`src/rtl/buffer_enteros_ctrl_if.sv`:
```
// Handshake and buffer-control bundle for buffer_enteros_ctrl.
// master: the controller side. slave: the upstream/downstream/buffer side.
interface buffer_enteros_ctrl_if #(
  parameter int ROW_W  = 4,
  parameter int PASS_W = 4
);
  logic              src_valid;
  logic              src_ready;
  logic              out_ready;
  logic              out_valid;
  logic              buf_wr;
  logic              buf_en;
  logic [ROW_W-1:0]  row_idx;
  logic [PASS_W-1:0] pass_idx;

  modport master (
    input  src_valid, out_ready,
    output src_ready, out_valid, buf_wr, buf_en, row_idx, pass_idx
  );

  modport slave (
    output src_valid, out_ready,
    input  src_ready, out_valid, buf_wr, buf_en, row_idx, pass_idx
  );
endinterface

```
`src/rtl/buffer_enteros_ctrl.sv`:
```
// Sequencer for the integer-pixel recirculating row buffer: loads WIDTH_FIL
// rows, then rotates the buffer NUM_PASSES times, tagging each row presented
// with its row and pass index.
// Optional macro BUFFER_CTRL_STALL_CNT_EN adds a saturating 16-bit count of
// downstream stall cycles (stall_cnt).
//
// state | meaning
// IDLE  | waiting for start, buffer untouched
// LOAD  | shifting upstream rows into the buffer (buf_wr=0)
// READ  | presenting rows downstream and recirculating them (buf_wr=1)
// DONE  | one-cycle completion pulse, then IDLE
module buffer_enteros_ctrl #(
  parameter int WIDTH_FIL  = 16,
  parameter int NUM_PASSES = 9,
  parameter int ROW_W      = 4,
  parameter int PASS_W     = 4
) (
  input  logic clk,
  input  logic rst,
  input  logic start,
  input  logic abort,
  output logic busy,
  output logic done,
`ifdef BUFFER_CTRL_STALL_CNT_EN
  output logic [15:0] stall_cnt,
`endif
  buffer_enteros_ctrl_if.master bus
);

  typedef enum logic [1:0] {IDLE, LOAD, READ, DONE} state_t;

  localparam logic [ROW_W-1:0]  ROW_LAST  = ROW_W'(WIDTH_FIL - 1);
  localparam logic [PASS_W-1:0] PASS_LAST = PASS_W'(NUM_PASSES - 1);

  state_t            state_q, state_d;
  logic [ROW_W-1:0]  row_q, row_d;
  logic [PASS_W-1:0] pass_q, pass_d;
  logic              done_q;
  logic              src_ready_c, out_valid_c, buf_wr_c, buf_en_c, busy_c;

  // State, indices and the registered done pulse.
  always_ff @(posedge clk or posedge rst) begin
    if (rst) begin
      state_q <= IDLE;
      row_q   <= '0;
      pass_q  <= '0;
      done_q  <= 1'b0;
    end else begin
      state_q <= state_d;
      row_q   <= row_d;
      pass_q  <= pass_d;
      done_q  <= (state_d == DONE);
    end
  end

  // Next-state, index update and buffer/handshake decode.
  always_comb begin
    state_d     = state_q;
    row_d       = row_q;
    pass_d      = pass_q;
    src_ready_c = 1'b0;
    out_valid_c = 1'b0;
    buf_wr_c    = 1'b1;
    buf_en_c    = 1'b0;
    busy_c      = 1'b0;

    case (state_q)
      IDLE: begin
        if (start) begin
          state_d = LOAD;
          row_d   = '0;
          pass_d  = '0;
        end
      end
      LOAD: begin
        src_ready_c = 1'b1;
        buf_wr_c    = 1'b0;
        buf_en_c    = bus.src_valid;
        busy_c      = 1'b1;
        if (bus.src_valid) begin
          if (row_q == ROW_LAST) begin
            state_d = READ;
            row_d   = '0;
          end else begin
            row_d = row_q + ROW_W'(1);
          end
        end
      end
      READ: begin
        out_valid_c = 1'b1;
        buf_en_c    = bus.out_ready;
        busy_c      = 1'b1;
        if (bus.out_ready) begin
          if (row_q == ROW_LAST) begin
            row_d = '0;
            // Hold pass_idx at its last value so it never exceeds NUM_PASSES-1.
            if (pass_q == PASS_LAST) state_d = DONE;
            else                     pass_d  = pass_q + PASS_W'(1);
          end else begin
            row_d = row_q + ROW_W'(1);
          end
        end
      end
      DONE: begin
        state_d = IDLE;
        row_d   = '0;
        pass_d  = '0;
      end
      default: begin
        state_d = IDLE;
        row_d   = '0;
        pass_d  = '0;
      end
    endcase

    // Abort overrides everything, including a simultaneous start or last handshake.
    if (abort) begin
      state_d  = IDLE;
      row_d    = '0;
      pass_d   = '0;
      buf_en_c = 1'b0;
    end
  end

`ifdef BUFFER_CTRL_STALL_CNT_EN
  logic [15:0] stall_q;

  // Saturating count of READ cycles stalled by downstream; cleared per block.
  always_ff @(posedge clk or posedge rst) begin
    if (rst)
      stall_q <= '0;
    else if (state_q == IDLE && state_d == LOAD)
      stall_q <= '0;
    else if (state_q == READ && !bus.out_ready && stall_q != 16'hFFFF)
      stall_q <= stall_q + 16'd1;
  end

  assign stall_cnt = stall_q;
`endif

  assign bus.src_ready = src_ready_c;
  assign bus.out_valid = out_valid_c;
  assign bus.buf_wr    = buf_wr_c;
  assign bus.buf_en    = buf_en_c;
  assign bus.row_idx   = row_q;
  assign bus.pass_idx  = pass_q;
  assign busy          = busy_c;
  assign done          = done_q;

endmodule

```
`src/flat_wrapper.sv`:
```
// flat-port wrapper written by rule: the top's interface ports become plain ports
module buffer_enteros_ctrl_flat 
#(
  parameter int WIDTH_FIL  = 16,
  parameter int NUM_PASSES = 9,
  parameter int ROW_W      = 4,
  parameter int PASS_W     = 4
)
  (clk, rst, start, abort, busy, done, bus_src_valid, bus_out_ready, bus_src_ready, bus_out_valid, bus_buf_wr, bus_buf_en, bus_row_idx, bus_pass_idx);
  buffer_enteros_ctrl_if #(.ROW_W(ROW_W), .PASS_W(PASS_W)) bus_i ();
  input  logic clk;
  input  logic rst;
  input  logic start;
  input  logic abort;
  output logic busy;
  output logic done;
  input wire logic [$bits(bus_i.src_valid)-1:0] bus_src_valid;
  input wire logic [$bits(bus_i.out_ready)-1:0] bus_out_ready;
  output wire logic [$bits(bus_i.src_ready)-1:0] bus_src_ready;
  output wire logic [$bits(bus_i.out_valid)-1:0] bus_out_valid;
  output wire logic [$bits(bus_i.buf_wr)-1:0] bus_buf_wr;
  output wire logic [$bits(bus_i.buf_en)-1:0] bus_buf_en;
  output wire logic [$bits(bus_i.row_idx)-1:0] bus_row_idx;
  output wire logic [$bits(bus_i.pass_idx)-1:0] bus_pass_idx;
  assign bus_i.src_valid = bus_src_valid;
  assign bus_i.out_ready = bus_out_ready;
  assign bus_src_ready = bus_i.src_ready;
  assign bus_out_valid = bus_i.out_valid;
  assign bus_buf_wr = bus_i.buf_wr;
  assign bus_buf_en = bus_i.buf_en;
  assign bus_row_idx = bus_i.row_idx;
  assign bus_pass_idx = bus_i.pass_idx;
  buffer_enteros_ctrl #(.WIDTH_FIL(WIDTH_FIL), .NUM_PASSES(NUM_PASSES), .ROW_W(ROW_W), .PASS_W(PASS_W)) u_core (.clk(clk), .rst(rst), .start(start), .abort(abort), .busy(busy), .done(done), .bus(bus_i));
endmodule
```
`config.mk`:
```
export PLATFORM = sky130hd
export DESIGN_NAME = buffer_enteros_ctrl_flat
export DESIGN_NICKNAME = d
export VERILOG_FILES = /design/src/rtl/buffer_enteros_ctrl_if.sv /design/src/rtl/buffer_enteros_ctrl.sv /design/src/flat_wrapper.sv
export SDC_FILE = /design/constraint.sdc
export NUM_CORES = 1
export LEC_CHECK = 0
export ABC_CLOCK_PERIOD_IN_PS = 1800
export CAP_MARGIN = 25
export CORE_AREA = 2 2 47 49
export DETAILED_ROUTE_END_ITERATION = 16
export DIE_AREA = 0 0 49 51
export GPL_TIMING_DRIVEN = 0
export PLACE_DENSITY = 0.72
export SLEW_MARGIN = 20
export SYNTH_ARGS = -nofsm -noshare
export SYNTH_HDL_FRONTEND = slang
export SYNTH_SLANG_ARGS = --single-unit
```
`constraint.sdc`:
```
create_clock -name clk -period 1.8 [get_ports clk]
set_clock_uncertainty 0.1 [all_clocks]
set_input_delay 0.45 -clock clk [delete_from_list [all_inputs] [get_ports clk]]
set_output_delay 0.45 -clock clk [all_outputs]
set_load 0.03 [all_outputs]
```
* Word-level counts from Yosys, hierarchy flattened *
Index checks and enable logic that the tools add are counted.

word-level totals
  register bits after elaboration = 11
  bits of input ports = 6
  output and inout port bits = 14
  word-level logic and storage cells = 47

operators by class
  mux-type cells = 25
  reduce and logical (&&, ||, !) cells = 5
  equality and inequality tests = 11
  add/subtract/negate cells = 2

operators with widths
  cell                   count
  $mux W4                9
  $pmux W4 S4            1
  $mux W2                7
  $ne A3 B3 Y1 const B   4
  $pmux W4 S3            1
  $add A4 B1 Y4 const B  2
  $eq A4 B4 Y1 const B   2
  $pmux W2 S4            1
  $eq A2 B2 Y1 const B   3
  $mux W1                5
  $reduce_and A5 Y1      1
  $reduce_bool A4 Y1     1
  $ne A3 B2 Y1 const B   1
  $reduce_and A3 Y1      1
  $eq A2 B1 Y1 const B   1
  $logic_not A2 Y1       1
  $pmux W1 S2            1
  $reduce_or A2 Y1       1

* Logic depth before layout (Yosys ltp) *
Gate-level depths: netlist of run 1.

  depth in word-level cells = 7
  gate-level depth with buffers = 7
  gate-level depth less buffers = 6

* Least setup slack after synthesis of run 1 *
No wires, ideal clock.

  path type = flip-flop to output port
  start point = register u_core.state_q[1]
  end point = output bus_buf_en
  stages on the path, launching flop included = 5
  required time = 1250 ps
  path buffers = 1
  data arrival time = 1939 ps
  setup slack = -689 ps
  path through = dfrtp_1 inv_1 ha_1 clkbuf_1 nor3b_1

on the way
  cells in the longest elaborated chain, start to end = 3
  elaborated cells between the ends (all ways) = 4
  classes of those cells = 2 x eq/ne; 2 x mux

RTL lines
  what                                                 line                        RTL
  start, declared                                      buffer_enteros_ctrl.sv:35   state_t state_q, state_d;
  start signal, assigned                               buffer_enteros_ctrl.sv:49   state_q <= state_d;
  $eq A2 B2 Y1 / $eq A2 B1 Y1 (equally long branches)  buffer_enteros_ctrl.sv:67   case (state_q)
  $pmux W1 S2 (*)                                      buffer_enteros_ctrl.sv:67
  $mux W1 (*)                                          buffer_enteros_ctrl.sv:117  if (abort) begin
  end, declared                                        flat_wrapper.sv:22          output wire logic [$bits(bus_i.buf_en)-1:0] bus_buf_en;

Every way passes the cells marked *; elsewhere a longest branch is shown, timed or not.

* Worst setup path after layout of run 1 *
  start point = input abort
  end point = output bus_buf_en

on the way
  cells in the longest elaborated chain, start to end = 1

RTL lines
  what             line                        RTL
  start, declared  flat_wrapper.sv:14          input logic abort;
  $mux W1          buffer_enteros_ctrl.sv:117

Every way passes these cells.

==> results of run 1 <==
-- cell families (layout without fill, tap and decap cells) --
kind of cell	count (synthesis)	count (layout)
buf+inv	12	55
compound gates	25	25
fa+ha+maj	8	8
flops	11	11
simple gates	33	33
-- cells in the mapped netlist (3+ instances only) --
cell type	count
a31oi_1	3
nand2b_1	3
dfrtp_1	11
nand2_1	6
inv_1	10
o21ai_0	4
ha_1	8
nor4_1	3
a21oi_1	5
-- critical path, cell delays in order --
cell and delay (ns):
clkdlybuf4s50_1 0.49, clkbuf_8 0.22, nor3b_4 0.18, buf_6 0.15
-- state kept, by name, indices dropped and copies added, names as in the netlist --
name / count
u_core.done: 1
u_core.state_q: 2
u_core.bus.row_idx: 4
u_core.bus.pass_idx: 4
-- final cells by class --
| cell class | instances | share of cell area |
|---|---|---|
| multi-input cells | 66 | 0.457 |
| clock buffers | 4 | 0.0187 |
| well taps | 28 | 0.0249 |
| plain buffers | 2 | 0.0205 |
| repair buffers | 39 | 0.253 |
| inverters | 10 | 0.0267 |
| flip-flops and latches | 11 | 0.199 |
-- repair_timing --
action	in CTS	in global routing
buffers inserted	14	7
hold endpoints to repair	0	0
endpoints found under the setup margin	18	15
pin swaps	5	14
gates resized for setup	45	30
-- metal layers --
metal,track usage,up-vias,share of wire
met4,0.0810,0,0.010
met5,0,-,0
li1,-,417,-
met1,0.236,416,0.42
met3,0.0322,4,0.053
met2,0.342,36,0.52
-- per-stage QoR --
| stage | TNS [ns] | hold WS, ns | cell area [um^2] | setup slack, ns |
|---|---|---|---|---|
| 2_1_floorplan | -0.103 | 0.202 | 870 | -0.0916 |
| 3_3_place_gp | -2.77 | 0.393 | 1090 | -0.828 |
| 3_5_place_dp | -3.07 | 0.395 | 1090 | -0.825 |
| 4_1_cts | -0.481 | 0.391 | 1250 | -0.198 |
| 5_1_grt | -1.55 | 0.420 | 1410 | -0.264 |
| 6_report | -0.954 | 0.377 | 1410 | -0.247 |
-- power breakdown --
part	total (W)	internal, W	switching, W
logic	0.000231	0.000111	0.000119
registers	0.000258	0.000252	0.00000601
clock network	0.000173	0.0000859	0.0000867
-- path summary, 6_finish.rpt --
path / depth (start not counted) / to / slack, ns
max in group asynchronous: 2 / u_core.state_q[1] / 0.87
min reg2reg: 1 / u_core.bus.pass_idx[3] / 0.41
max: 4 / bus_buf_en / -0.25
min: 2 / u_core.bus.row_idx[2] / 0.38
max reg2reg: 9 / u_core.done / -0.13
min in group clk: 1 / u_core.bus.pass_idx[3] / 0.41
==> results_dict.tcl, run 1 <==
set metrics [dict create \
    ys_warn_count 0 \
    ys_seq_area_frac 0.342 \
    worstPathRequired_ns 1.25 \
    start_util 0.390 \
    drive_gt1_frac 0.439 \
    rows 17 \
    slew_headroom 0.692 \
    fin_util 0.681 \
    vdd_drop_max_mv 0.352 \
    syn_area_um2 805 \
    cts_max_level 1 \
    seq_area_um2 280 \
    avgSynthCellArea_um2 9.04 \
    violations "negative setup slack" \
    worst_skew_pair.late_latency_ns 0.27 \
    maxCapViolCount 0 \
    grt_max_degree 12 \
    synth_edf_count 0 \
    clkTransAtPathRegs_ns 0.08 \
    wl_mm 2.45 \
    antenna_found_initial 0 \
    drv_slew 0 \
    drt_pre_antenna_iters 4 \
    tightestPinTransition_ns 0.462 \
    ant_nets 0 \
    start_kind "primary input" \
    cp-end-kind "primary output" \
    synth_top_area_frac 0.342 \
    num_antenna_cells 0 \
    cp_max_fo 10 \
    synth-simple-area-share 0.266 \
    grt_overflow 0 \
    fmax_mhz 489 \
    via_per_inst 5.46 \
    cts_hold_buf 0 \
    period_needed_ns 2.05 \
    finalSetupViolCount 8 \
    syn_to_final_growth_pct 74.7 \
    final_common_cell "buf_4" \
    fin_crit_sh 1.14 \
    synth_top_area_cell "dfrtp_1" \
    multi_input_area_um2 642 \
    io_buffers 19 \
    grt_pass1_vias 819 \
    grt_pass1_wl_mm 3.71 \
    fp.dieH_um 51 \
    routabilityCongestion 0.836 \
    synth_xor_area_frac 0 \
    wl_per_cell_um 15.3 \
    finalWorstSetupSlack_ns -0.247 \
    fillerInstances 159 \
    r2r_start "u_core.state_q[1]" \
    power.density_nw_per_um2 471 \
    clock_path_buffers 2 \
    p_leak_nw 0.661 \
    ys_types 36 \
    cp.arrival_ns 1.50 \
    drt_iter0_drc 16 \
    critical_path.startpoint "abort" \
    die-area_um2 2500 \
    hold_viol 0 \
    globalRouteTotalUtil 0.194 \
    clockRootBuffer "clkbuf_4" \
    vias 873 \
    grt_setup_unrepaired "yes" \
    dp.cells 136 \
    hp-class "in -> async" \
    core_um2 2060 \
    mostFrequentLayoutCells "buf_4, dlygate4sd2_1, buf_6, inv_1, dfrtp_1" \
    final_nets 147 \
    ys_ff_latch 11 \
    syn_inst 89 \
    ys_async_sr_fraction 1.00 \
    instances_no_fill 160 \
    synth_compound_area_frac 0.212 \
    power_w 0.000661 \
    dp_hpwl_mm 1.43 \
    synth_adder_area_share 0.124 \
    worstSetupPathType "in -> out" \
    syn_nets 103 \
    outcome "finished with violations" \
    clock_sinks 11 \
    die_w_um 49 \
    ys_top_cells_by_area "dfrtp_1, ha_1, inv_1" \
    synth_top_family_by_area "simple AND/OR/NAND/NOR gates" \
    synth_flop_cell "dfrtp_1" \
    num_io_pins 20 \
    numCtsBuffers 3 \
    drc_errors 0 \
    cts_tree "done" \
    synthMuxAreaShare 0 \
]
Note: power is estimated with default switching activity, not from simulation.
==> inputs of run 2 (changes only) <==
ABC_CLOCK_PERIOD_IN_PS = 2300   (was 1800)
CORE_AREA = 2 2 45 47   (was 2 2 47 49)
DIE_AREA = 0 0 47 49   (was 0 0 49 51)
PLACE_DENSITY = 0.74   (was 0.72)
clock period = 2.3 ns   (was 1.8 ns; I/O delays follow)
==> results_dict.tcl, run 2 (synthesis results as in run 1) <==
set metrics [dict create \
    outcome "finished, final reports clean" \
    final_common_cell "clkdlybuf4s50_1" \
    antenna_found_initial 0 \
    worstPathRequired_ns 1.62 \
    worstSetupPathType "in -> out" \
    r2r_start "u_core.state_q[1]" \
    syn_to_final_growth_pct 37.6 \
    drt_pre_antenna_iters 4 \
    fin_crit_sh 0.984 \
    fp.dieH_um 49 \
    finalSetupViolCount 0 \
    num_antenna_cells 0 \
    fmax_mhz 442 \
    cts_hold_buf 0 \
    die-area_um2 2300 \
    ant_nets 0 \
    cts_max_level 1 \
    whs_path_depth 1 \
    drt_iter0_drc 27 \
    num_io_pins 20 \
    cts_tree "done" \
    clockRootBuffer "clkbuf_4" \
    vdd_drop_max_mv 0.278 \
    clock_path_buffers 2 \
    fin_util 0.601 \
    drv_slew 0 \
    tightestPinTransition_ns 0.445 \
    drc_errors 0 \
    start_util 0.437 \
    swShare 0.317 \
    clkTransAtPathRegs_ns 0.07 \
    slew_headroom 0.703 \
    core_um2 1840 \
    globalRouteTotalUtil 0.190 \
    final_nets 129 \
    hold_start "u_core.bus.pass_idx[3]" \
    rows 16 \
    p_seq_frac 0.443 \
    clock_sinks 11 \
    rrSetupSlack_ns 0.38 \
    internal_power_w 0.000309 \
    grt_overflow 0 \
    worstReg2RegEnd "u_core.bus.pass_idx[1]" \
    p_leak_nw 0.487 \
    grt_pass1_vias 745 \
    power_switching_w 0.000144 \
    vias 790 \
    r2r_cells 6 \
    cp_max_fo 10 \
    mostFrequentLayoutCells "clkdlybuf4s50_1, dfrtp_1, inv_1, nand2_1, ha_1" \
    power.density_nw_per_um2 409 \
    maxCapViolCount 0 \
    power_frac_clock 0.304 \
    fillerInstances 171 \
    routabilityCongestion 0.863 \
    drive_gt1_frac 0.158 \
    min_to "u_core.bus.pass_idx[3]" \
    worst_skew_pair.late_latency_ns 0.27 \
    hold_viol 0 \
    cp.arrival_ns 1.59 \
    via_per_inst 5.60 \
    io_buffers 19 \
    wl_per_cell_um 14.2 \
    cp-end-kind "primary output" \
    numCtsBuffers 3 \
    wl_mm 2.00 \
    die_w_um 47 \
    period_needed_ns 2.26 \
    dp_hpwl_mm 1.40 \
    grt_pass1_wl_mm 3.25 \
    start_kind "primary input" \
    finalSetupTns_ns 0 \
    grt_max_degree 12 \
    hp-class "reg -> reg" \
    pwr-share-comb 0.252 \
]
[run 2: cell count changes in the layout (fill, tap and decap cells not counted), moves of 4 or more]
cell             change
dlygate4sd2_1        -6
clkdlybuf4s50_1     +10
o21ai_0              +4
buf_4               -11
buf_6                -9
[run 2: routing by layer]
| layer | up-vias | GRT usage | wire length (um) |
|---|---|---|---|
| met5 | - | 0 | 0 |
| met4 | 0 | 0.0694 | 22 |
| met3 | 4 | 0.0370 | 78 |
| met2 | 29 | 0.292 | 941 |
| met1 | 379 | 0.255 | 960 |
| li1 | 378 | - | - |
[run 2: worst max-delay path, stage by stage]
cell	delay, ns
clkdlybuf4s50_1	0.44
clkbuf_4	0.21
nor3b_4	0.21
buf_6	0.15
[run 2: final cells by class]
type | count | area (um^2) | share of cell area
tap | 27 | 33.8 | 0.0305
inverter | 10 | 37.5 | 0.0339
buffer | 2 | 21.3 | 0.0192
clock buffer | 4 | 26.3 | 0.0237
multi-input combinational | 66 | 510 | 0.461
timing repair buffer | 21 | 201 | 0.182
sequential | 11 | 277 | 0.250
[run 2: power by group through the flow]
| stage | Combinational (W) | Clock, W | Sequential, W |
|---|---|---|---|
| 2_1_floorplan | 0.0000666 | 0 | 0.000207 |
| 3_3_place_gp | 0.000106 | 0 | 0.000204 |
| 3_5_place_dp | 0.000107 | 0 | 0.000205 |
| 4_1_cts | 0.000108 | 0.000137 | 0.000201 |
| 5_1_grt | 0.000125 | 0.000148 | 0.000202 |
| 6_report | 0.000114 | 0.000138 | 0.000201 |
[run 2: worst max path at each step]
stage	start	end	cells after the start
final	abort	bus_buf_en	4
after CTS	abort	bus_buf_en	4
after global placement	abort	bus_buf_en	4
after floorplan	u_core.state_q[1]	bus_buf_en	4
after global routing	u_core.state_q[1]	bus_buf_en	5
after detailed placement	abort	bus_buf_en	4
[run 2: stage by stage]
stage          worst slack [ns]  area (um^2)  instances  hold slack, ns  power [W]
6_report                 0.0377         1110        141           0.425   0.000453
5_1_grt                -0.00590         1110        141           0.459   0.000474
4_1_cts                 0.00553         1080        139           0.429   0.000445
3_5_place_dp             -0.581         1040        135           0.414   0.000311
3_3_place_gp             -0.558         1040        135           0.401   0.000310
2_1_floorplan            0.0581          816         89           0.327   0.000273
[run 2: timing repair]
item / CTS / global route
buffers inserted: 0 / 2
setup endpoints to repair: 5 / 3
gates resized for setup: 16 / 6
